[src/rtl/axi_stream_pkg.sv]
// Shared types and helpers for the AXI-Stream packet arbiter and its output stage.
package axi_stream_pkg;

    // Arbiter FSM: IDLE picks a winner, LOCKED carries one packet to its TLAST.
    typedef enum logic {
        ST_IDLE   = 1'b0,
        ST_LOCKED = 1'b1
    } arb_state_e;

    // Widest request vector the priority picker is written for.
    localparam int MAX_SOURCES = 32;

    // Ceiling log2 for sizing index fields; valid for 1 <= value <= 2**30.
    function automatic int clog2(input int value);
        int result;
        result = 0;
        for (int i = 0; i < 31; i++) begin
            if (value > (1 << i)) begin
                result = i + 1;
            end
        end
        return result;
    endfunction

    // Round-robin pick: first set bit of req at or above ptr, wrapping modulo n.
    // Scans from the far end so the nearest hit (smallest offset) wins.
    // Returns ptr when nothing is requested; callers only use it when req != 0.
    function automatic int rr_pick(input logic [MAX_SOURCES-1:0] req,
                                   input int ptr,
                                   input int n);
        int result;
        int idx;
        result = ptr;
        for (int k = MAX_SOURCES - 1; k >= 0; k--) begin
            if (k < n) begin
                idx = ptr + k;
                if (idx >= n) begin
                    idx = idx - n;
                end
                if (req[idx[4:0]]) begin
                    result = idx;
                end
            end
        end
        return result;
    endfunction

endpackage

[src/rtl/axi_stream_output_slice.sv]
// Single-entry registered AXI-Stream output stage.
// Handshake: a beat transfers on any rising edge where valid and ready are both high;
// m_tvalid_o never drops and m_* never change while a beat waits for m_tready_i.
// ready_o tells the producer a beat offered on load_i will be taken this cycle.
module axi_stream_output_slice #(
    parameter int payload_width = 8,
    parameter int tid_width     = 1
) (
    input  logic                     clk,
    input  logic                     resetn,
    input  logic                     load_i,
    input  logic [payload_width-1:0] payload_i,
    input  logic                     tlast_i,
    input  logic [tid_width-1:0]     tid_i,
    output logic                     ready_o,
    output logic                     m_tvalid_o,
    input  logic                     m_tready_i,
    output logic [payload_width-1:0] m_payload_o,
    output logic                     m_tlast_o,
    output logic [tid_width-1:0]     m_tid_o
);

    logic                     valid_q, valid_d;
    logic [payload_width-1:0] payload_q, payload_d;
    logic                     tlast_q, tlast_d;
    logic [tid_width-1:0]     tid_q, tid_d;
    logic                     do_load;

    // Empty, or the held beat leaves this cycle: a new beat can enter.
    assign ready_o = !valid_q || m_tready_i;
    assign do_load = load_i && ready_o;

    // Next-state: load a new beat, otherwise drop valid once the held beat is taken.
    always_comb begin
        valid_d   = valid_q;
        payload_d = payload_q;
        tlast_d   = tlast_q;
        tid_d     = tid_q;
        if (do_load) begin
            valid_d   = 1'b1;
            payload_d = payload_i;
            tlast_d   = tlast_i;
            tid_d     = tid_i;
        end else if (m_tready_i) begin
            valid_d = 1'b0;
        end
    end

    // Output register with asynchronous clear.
    always_ff @(posedge clk or negedge resetn) begin
        if (!resetn) begin
            valid_q   <= 1'b0;
            payload_q <= '0;
            tlast_q   <= 1'b0;
            tid_q     <= '0;
        end else begin
            valid_q   <= valid_d;
            payload_q <= payload_d;
            tlast_q   <= tlast_d;
            tid_q     <= tid_d;
        end
    end

    assign m_tvalid_o  = valid_q;
    assign m_payload_o = payload_q;
    assign m_tlast_o   = tlast_q;
    assign m_tid_o     = tid_q;

endmodule

[src/rtl/axi_stream_rr_arbiter.sv]
// Packet-level round-robin merge of num_sources AXI-Stream inputs onto one registered output.
// A grant is taken in IDLE (one arbitration cycle) and held until the granted source's
// TLAST beat is accepted, so packets never interleave. m_tid names the winning source.
module axi_stream_rr_arbiter
    import axi_stream_pkg::*;
#(
    parameter int num_sources = 4,
    parameter int byte_width  = 4,
    parameter int user_width  = 1
) (
    input  logic                                clk,
    input  logic                                resetn,
    input  logic [num_sources-1:0]              s_tvalid,
    output logic [num_sources-1:0]              s_tready,
    input  logic [num_sources*8*byte_width-1:0] s_tdata,
    input  logic [num_sources*byte_width-1:0]   s_tkeep,
    input  logic [num_sources*byte_width-1:0]   s_tstrb,
    input  logic [num_sources-1:0]              s_tlast,
    input  logic [num_sources*user_width-1:0]   s_tuser,
    output logic                                m_tvalid,
    input  logic                                m_tready,
    output logic [8*byte_width-1:0]             m_tdata,
    output logic [byte_width-1:0]               m_tkeep,
    output logic [byte_width-1:0]               m_tstrb,
    output logic                                m_tlast,
    output logic [user_width-1:0]               m_tuser,
    output logic [clog2(num_sources)-1:0]       m_tid,
    output logic [15:0]                         pkt_count,
    output logic                                dbg_state
);

    localparam int idx_w     = clog2(num_sources);
    localparam int data_w    = 8 * byte_width;
    localparam int payload_w = data_w + 2 * byte_width + user_width;

    arb_state_e             state_q, state_d;
    logic [idx_w-1:0]       grant_q, grant_d;
    logic [idx_w-1:0]       ptr_q, ptr_d;
    logic [idx_w-1:0]       pick_idx;
    logic [15:0]            pkt_count_q, pkt_count_d;
    logic [MAX_SOURCES-1:0] req_pad;
    logic                   slice_ready;
    logic                   sel_valid;
    logic                   sel_last;
    logic [payload_w-1:0]   sel_payload;
    logic [payload_w-1:0]   m_payload;
    logic                   accept;

    // Widen the request vector for the shared picker and choose the next winner.
    always_comb begin
        req_pad                  = '0;
        req_pad[num_sources-1:0] = s_tvalid;
        pick_idx                 = idx_w'(rr_pick(req_pad, int'(ptr_q), num_sources));
    end

    // Input mux: route the granted source's beat toward the output stage.
    always_comb begin
        sel_valid   = 1'b0;
        sel_last    = 1'b0;
        sel_payload = '0;
        for (int i = 0; i < num_sources; i++) begin
            if (grant_q == idx_w'(i)) begin
                sel_valid   = s_tvalid[i];
                sel_last    = s_tlast[i];
                sel_payload = {s_tdata[i*data_w +: data_w],
                               s_tkeep[i*byte_width +: byte_width],
                               s_tstrb[i*byte_width +: byte_width],
                               s_tuser[i*user_width +: user_width]};
            end
        end
    end

    assign accept = (state_q == ST_LOCKED) && sel_valid && slice_ready;

    // FSM state register.
    always_ff @(posedge clk or negedge resetn) begin
        if (!resetn) begin
            state_q <= ST_IDLE;
        end else begin
            state_q <= state_d;
        end
    end

    // FSM next state: lock on any request, release after the TLAST beat is accepted.
    always_comb begin
        state_d = state_q;
        case (state_q)
            ST_IDLE:   if (|s_tvalid) state_d = ST_LOCKED;
            ST_LOCKED: if (accept && sel_last) state_d = ST_IDLE;
            default:   state_d = ST_IDLE;
        endcase
    end

    // FSM outputs: only the granted source sees TREADY, and only while LOCKED.
    always_comb begin
        s_tready = '0;
        if (state_q == ST_LOCKED) begin
            s_tready[grant_q] = slice_ready;
        end
    end

    // Grant is captured in IDLE; the pointer moves one past the source whose packet ended.
    always_comb begin
        grant_d = grant_q;
        ptr_d   = ptr_q;
        if ((state_q == ST_IDLE) && (|s_tvalid)) begin
            grant_d = pick_idx;
        end
        if (accept && sel_last) begin
            ptr_d = (grant_q == idx_w'(num_sources - 1)) ? '0 : grant_q + idx_w'(1);
        end
    end

    // Grant and round-robin pointer registers.
    always_ff @(posedge clk or negedge resetn) begin
        if (!resetn) begin
            grant_q <= '0;
            ptr_q   <= '0;
        end else begin
            grant_q <= grant_d;
            ptr_q   <= ptr_d;
        end
    end

    // Count packets as their TLAST beat leaves on the output; wraps naturally at 16 bits.
    always_comb begin
        pkt_count_d = pkt_count_q + 16'(m_tvalid && m_tready && m_tlast);
    end

    // Packet counter register.
    always_ff @(posedge clk or negedge resetn) begin
        if (!resetn) begin
            pkt_count_q <= '0;
        end else begin
            pkt_count_q <= pkt_count_d;
        end
    end

    axi_stream_output_slice #(
        .payload_width(payload_w),
        .tid_width    (idx_w)
    ) u_out_slice (
        .clk        (clk),
        .resetn     (resetn),
        .load_i     (accept),
        .payload_i  (sel_payload),
        .tlast_i    (sel_last),
        .tid_i      (grant_q),
        .ready_o    (slice_ready),
        .m_tvalid_o (m_tvalid),
        .m_tready_i (m_tready),
        .m_payload_o(m_payload),
        .m_tlast_o  (m_tlast),
        .m_tid_o    (m_tid)
    );

    assign {m_tdata, m_tkeep, m_tstrb, m_tuser} = m_payload;
    assign pkt_count = pkt_count_q;
    assign dbg_state = state_q;

endmodule

[config.mk]
export PLATFORM = sky130hd
export DESIGN_NAME = axi_stream_rr_arbiter
export DESIGN_NICKNAME = d
export VERILOG_FILES = /design/src/rtl/axi_stream_pkg.sv /design/src/rtl/axi_stream_output_slice.sv /design/src/rtl/axi_stream_rr_arbiter.sv
export SDC_FILE = /design/constraint.sdc
export NUM_CORES = 1
export LEC_CHECK = 0
export CAP_MARGIN = 0
export CELL_PAD_IN_SITES_DETAIL_PLACEMENT = 0
export CELL_PAD_IN_SITES_GLOBAL_PLACEMENT = 2
export CORE_MARGIN = 10
export CORE_UTILIZATION = 22
export CTS_BUF_LIST = sky130_fd_sc_hd__clkbuf_4
export CTS_CLUSTER_SIZE = 28
export DETAILED_ROUTE_END_ITERATION = 8
export PLACE_DENSITY_LB_ADDON = 0.25
export SLEW_MARGIN = 20
export SYNTH_ARGS = -nofsm -noshare
export SYNTH_HDL_FRONTEND = slang
export SYNTH_SLANG_ARGS = --single-unit
export TNS_END_PERCENT = 5
[constraint.sdc]
create_clock -name clk -period 4.5 [get_ports clk]
set_input_delay 0.9 -clock clk [delete_from_list [all_inputs] [get_ports clk]]
set_output_delay 0.9 -clock clk [all_outputs]
set_load 0.01 [all_outputs]
# [Yosys cells after proc, flatten, opt, wreduce, memory -nomap -nowiden]
# Index checks and enable logic that the tools add are counted.
[classes] add_sub_neg=9 mul=0 div_mod_pow=0 magnitude_cmp=10 eq_ne=3 shifts=0 n_mux=37 bitwise=2 reduce_logical=13
[ops] op="41-bit 2-to-1 mux" n=4
[ops] op="5-bit by 6-bit less-than comparator with 1-bit output, second input constant" n=4
[ops] op="1-bit binary-select mux with 5-bit select" n=4
[ops] op="5-bit 2-to-1 mux" n=4
[ops] op="1-bit 2-to-1 mux" n=17
[ops] op="16-bit by 1-bit adder with 16-bit output" n=1
[ops] op="3-bit by 3-bit subtractor with 4-bit output, second input constant" n=3
[ops] op="2-bit 2-to-1 mux" n=5
[ops] op="3-bit >= comparator, second input constant" n=3
[ops] op="1-bit logical AND" n=8
[ops] op="2-bit by 2-bit adder with 3-bit output, second input constant" n=2
[ops] op="4-bit bitwise AND" n=1
[ops] op="2-bit equality test, second input constant" n=2
[ops] op="4-bit 2-to-1 mux" n=1
[ops] op="4-bit OR reduction" n=1
[ops] op="2-bit by 3-bit subtractor with 4-bit output, second input constant" n=1
[ops] op="2-bit by 1-bit adder with 3-bit output, second input constant" n=1
[ops] op="2-bit by 3-bit >= comparator with 1-bit output, second input constant" n=1
[ops] op="2-bit by 3-bit less-than comparator with 1-bit output, second input constant" n=1
[ops] op="2-bit by 1-bit adder with 2-bit output, second input constant" n=1
[ops] op="1-bit demux with 2-bit select" n=1
[ops] op="2-bit by 1-bit equality test with 1-bit output, second input constant" n=1
[ops] op="2-bit by 1-bit >= comparator with 1-bit output, second input constant" n=1
[ops] op="2-bit logical NOT" n=1
[ops] op="5 further kinds" n=5
[totals] ff_bits=66 latchBits=0 ramBits=0 rom_bits=0 out_inout_bits=66 wordCells=82 mem_count=0

# [Depth between registers and ports, before layout]
[logic_depth] depth_word=10 depth_mapped=9 ltp_nobuf=8

# [Cells and area by module]
# From an unflattened synthesis, not the netlist that was laid out.
[unflattened] hier_cells=463 hier_area_um2=4405.5
[by_module_without_submodules] mod="axi_stream_rr_arbiter" n_inst=1 cells_each=367 area_per_inst_um2=2557.5 seq_area_each_um2=525.5
[by_module_without_submodules] mod="axi_stream_output_slice" n_inst=1 cells_each=96 area_per_inst_um2=1848.0 seq_area_each_um2=1126.1

# [Worst setup path after synthesis]
# No wires, ideal clock.
[synth_timing] kind="reg2out" startpoint="register grant_q[0]" endpoint="output s_tready[3]" arrival_time_ns=1.496 setup_slack_ns=2.104 stages_incl_launch_ff=6 path_cell_list="dfrtp_1 > ha_1 > clkbuf_1 > clkbuf_1 > buf_1 > and3_1"
[synth_via] elab_chain_len=6 elab_cells_between_ends=7
[synth_rtl] item="from (decl)" line_no="axi_stream_rr_arbiter.sv:37" rtl="logic [idx_w-1:0] grant_q, grant_d;"
[synth_rtl] item="from (signal assigned)" line_no="axi_stream_rr_arbiter.sv:120" rtl="grant_q <= grant_d;"
[synth_rtl] item="2-bit by 3-bit less-than comparator with 1-bit output (implied by the code) / 2-bit by 1-bit >= comparator with 1-bit output (equally long branches)" line_no="axi_stream_rr_arbiter.sv:98" rtl="s_tready[grant_q] = slice_ready;"
[synth_rtl] item="1-bit logical AND (implied by the code)" line_no="axi_stream_rr_arbiter.sv:98"
[synth_rtl] item="1-bit 2-to-1 mux (implied by the code)" line_no="axi_stream_rr_arbiter.sv:98"
[synth_rtl] item="1-bit demux with 2-bit select *" line_no="axi_stream_rr_arbiter.sv:98"
[synth_rtl] item="4-bit bitwise AND (no source line) *"
[synth_rtl] item="4-bit 2-to-1 mux *" line_no="axi_stream_rr_arbiter.sv:97" rtl="if (state_q == ST_LOCKED) begin"
[synth_rtl] item="to (decl)" line_no="axi_stream_rr_arbiter.sv:14" rtl="output logic [num_sources-1:0] s_tready,"
# Every way passes the cells marked *; elsewhere a longest branch is shown, timed or not.

# [Final worst setup path]
[layout_timing] startpoint="input m_tready" endpoint="output s_tready[2]"
[layout_via] elab_chain_len=3
[layout_rtl] item="from (decl)" line_no="axi_stream_rr_arbiter.sv:21" rtl="input logic m_tready,"
[layout_rtl] item="1-bit logical OR" line_no="axi_stream_output_slice.sv:30" rtl="assign ready_o = !valid_q || m_tready_i;"
[layout_rtl] item="4-bit bitwise AND (no source line)"
[layout_rtl] item="4-bit 2-to-1 mux" line_no="axi_stream_rr_arbiter.sv:97"
# No other way between the ends.

==> impl_metrics.tcl <==
set metrics [dict create \
    grt_pass1_wl_um 26300 \
    finalHoldViolCount 0 \
    fin_ws_ps 1340 \
    cts_resized 0 \
    ctsHoldBuffers 0 \
    synth_top_area_share_pct 42.2 \
    synth_ff_type "dfrtp_1" \
    cp.buffers_inverters 2 \
    min_path_type "flip-flop to flip-flop" \
    avgSynthCellArea_um2 8.38 \
    setup-tns-final_ps 0 \
    crit_required_ps 3600 \
    path_delay_family "buffers and inverters" \
    synth.top_cells.by_area "dfrtp_1, a221oi_1, a21oi_1, o21ai_0, nand2_1" \
    cap_violations 0 \
    syn_to_final_growth_pct 71.9 \
    die_area_um2 23500 \
    chipHeight_um 153 \
    pre_cts_slack_ps 1340 \
    nNetsFinal 873 \
    wl_per_cell_um 18.5 \
    clock.fmax_mhz 317 \
    drc 0 \
    fp.dieW_um 153 \
    synth_seq_cells 66 \
    num_rows 48 \
    cp-end-kind "output port" \
    synth_nets 653 \
    rsz0062_at_grt "false" \
    core_um2 17400 \
    grt_max_degree 87 \
    route.vias.total 4292 \
    wl_um 17000 \
    finalCritPeriodShare_pct 70.1 \
    worstReg2RegStart "grant_q[1]$_DFFE_PN0P_" \
    clk_path_buf_depth 2 \
    cp_cell_sequence "clkdlybuf4s50_1 > nand2b_1 > and3_1 > clkdlybuf4s50_1" \
    fin_hold_ws_ps 488 \
    cts-root-buf "clkbuf_4" \
    cp_data_arrival_time_ps 2260 \
    cts_tree "yes" \
    startpoint "m_tready" \
    overflow 0 \
    synth.distinct_cells 39 \
    cpMostUsedCell "clkdlybuf4s50_1" \
    drtAntennaViolNets 0 \
    fin_crit_ps 3160 \
    finalClockSkew_ps 17.3 \
    hpwl_um 12800 \
    synth_cells 467 \
    p_per_area_nw_per_um2 558 \
    setup_viol 0 \
    post-cts-setup-buffers 0 \
    clk_latency_ps 450 \
    critPathSlowestCell "clkdlybuf4s50_1" \
    crit_path_start_kind "input pin" \
    critPathMaxFanout 6 \
    hp-start "u_out_slice.m_payload_o[34]$_DFFE_PN0P_" \
    relSlewSlack_pct 38.7 \
    gp_congestion 0.841 \
    clock-sinks 66 \
    vias_per_cell 4.67 \
    grt_pass1_vias 4444 \
    cts_buffers 9 \
    synth_edf_count 0 \
    drtPass1Iterations 4 \
    ios 241 \
    status "complete, no violations" \
    peakVddDrop_mv 0.277 \
    ys_seq_area_share_pct 42.2 \
    cts-htree-levels 3 \
    slew_viol_final 0 \
    worstMarginPinSlew_ps 920 \
    crit_type "input pin to output port" \
    clk_pin_slew_ps 100 \
    synth_common_cells "dfrtp_1, nand2_1, nor2_1" \
    antenna_found_initial 1 \
    drive_gt1_share_pct 5.35 \
    grt_use_total_pct 14.1 \
    yosys_warnings 0 \
    io_buffers 240 \
    drt_iter0_drc 188 \
    synth.most_common_cell "dfrtp_1" \
    start_util_pct 22.5 \
    asyncSetResetFlopFracSynth_pct 100 \
    yosysTopAreaCell "dfrtp_1" \
    p_leak_nw 2.67 \
    synth_area_um2 3910 \
    slowest_delay_ps 540 \
]
==> state kept, by name (all words and copies together) (netlist names) <==
signal / count
ptr_q: 2
dbg_state: 1
pkt_count: 16
u_out_slice.m_tvalid_o: 1
grant_q: 2
u_out_slice.m_payload_o: 41
u_out_slice.m_tlast_o: 1
u_out_slice.m_tid_o: 2
==> cell families (layout without fill, tap and decap cells) <==
kind of cell	Yosys count	after routing	synth area share, %
AND/OR/NAND/NOR	177	177	20.5
AO/OA/AOI/OAI	147	147	24.0
flip-flops	66	66	42.2
buffers and inverters	45	270	4.73
XOR/XNOR	14	14	3.13
adder cells (fa/ha/maj)	11	11	3.52
multiplexers	7	7	1.92
other	0	2	0
==> power breakdown <==
part	internal, mW	switching [mW]	leakage (nW)	total [mW]
registers	0.807	0.158	0.847	0.965
logic	1.04	1.22	1.73	2.26
clock network	0.280	0.243	0.0898	0.522
==> area by class of cell <==
cell class                      instances  area, um^2
Sequential cell                        66        1650
Clock buffer                            9        67.6
Antenna cell                            2        5.00
Timing Repair Buffer                  247        2460
Inverter                                7        26.3
Fill cell                            1744       10600
Clock inverter                          7         118
Tap cell                              225         282
Multi-Input combinational cell        356        2110
==> final timing paths <==
kind / end / slack [ps] / cells after the start
max: s_tready[2] / 1340 / 4
min: u_out_slice.m_payload_o[34]$_DFFE_PN0P_ / 490 / 2
max reg2reg: ptr_q[0]$_DFFE_PN0P_ / 1800 / 9
min reg2reg: u_out_slice.m_payload_o[34]$_DFFE_PN0P_ / 490 / 2
max in group asynchronous: u_out_slice.m_payload_o[39]$_DFFE_PN0P_ / 3380 / 1
min in group asynchronous: u_out_slice.m_payload_o[13]$_DFFE_PN0P_ / 540 / 1
==> per-layer routing <==
| layer | vias up | GRT usage, % | share of wire (%) |
|---|---|---|---|
| li1 | 2147 | - | - |
| met1 | 1962 | 16.1 | 41 |
| met2 | 166 | 23.2 | 48 |
| met3 | 17 | 5.92 | 9.5 |
| met4 | 0 | 4.81 | 1.5 |
| met5 | - | 0 | 0 |
==> worst register-to-register path: stages, from the launching register on <==
cell and delay, ps:
dfrtp_1 470, inv_1 160, ha_2 210, buf_4 470, a21oi_1 170, a221oi_2 410, o21ai_4 70, buf_4 280
o22a_1 240, o22ai_1 140
==> cells in the final DEF, fill, tap and decap left out, types with 4 or more instances in the layout <==
cell               n
clkdlybuf4s50_1  239
dfrtp_1           66
nand2_1           56
nor2_1            48
a21oi_1           46
o21ai_0           46
nor3_1            42
a221oi_1          40
xnor2_1           10
clkbuf_4           9
nand3_1            8
ha_1               8
inv_1              7
buf_4              7
and3_1             6
xor2_1             4
mux2_2             4
==> per-stage QoR <==
step                instances  area (um^2)  total power [mW]  util [%]
finish                    919         6730              3.75      38.8
global route              919         6730              4.10      38.8
CTS                       916         6700              3.83      38.6
detailed placement        900         6520              3.30      37.5
global placement          900         6520              3.25      37.5
floorplan                 467         3910              2.28         -
No activity file was read; power rests on OpenSTA's default activity.
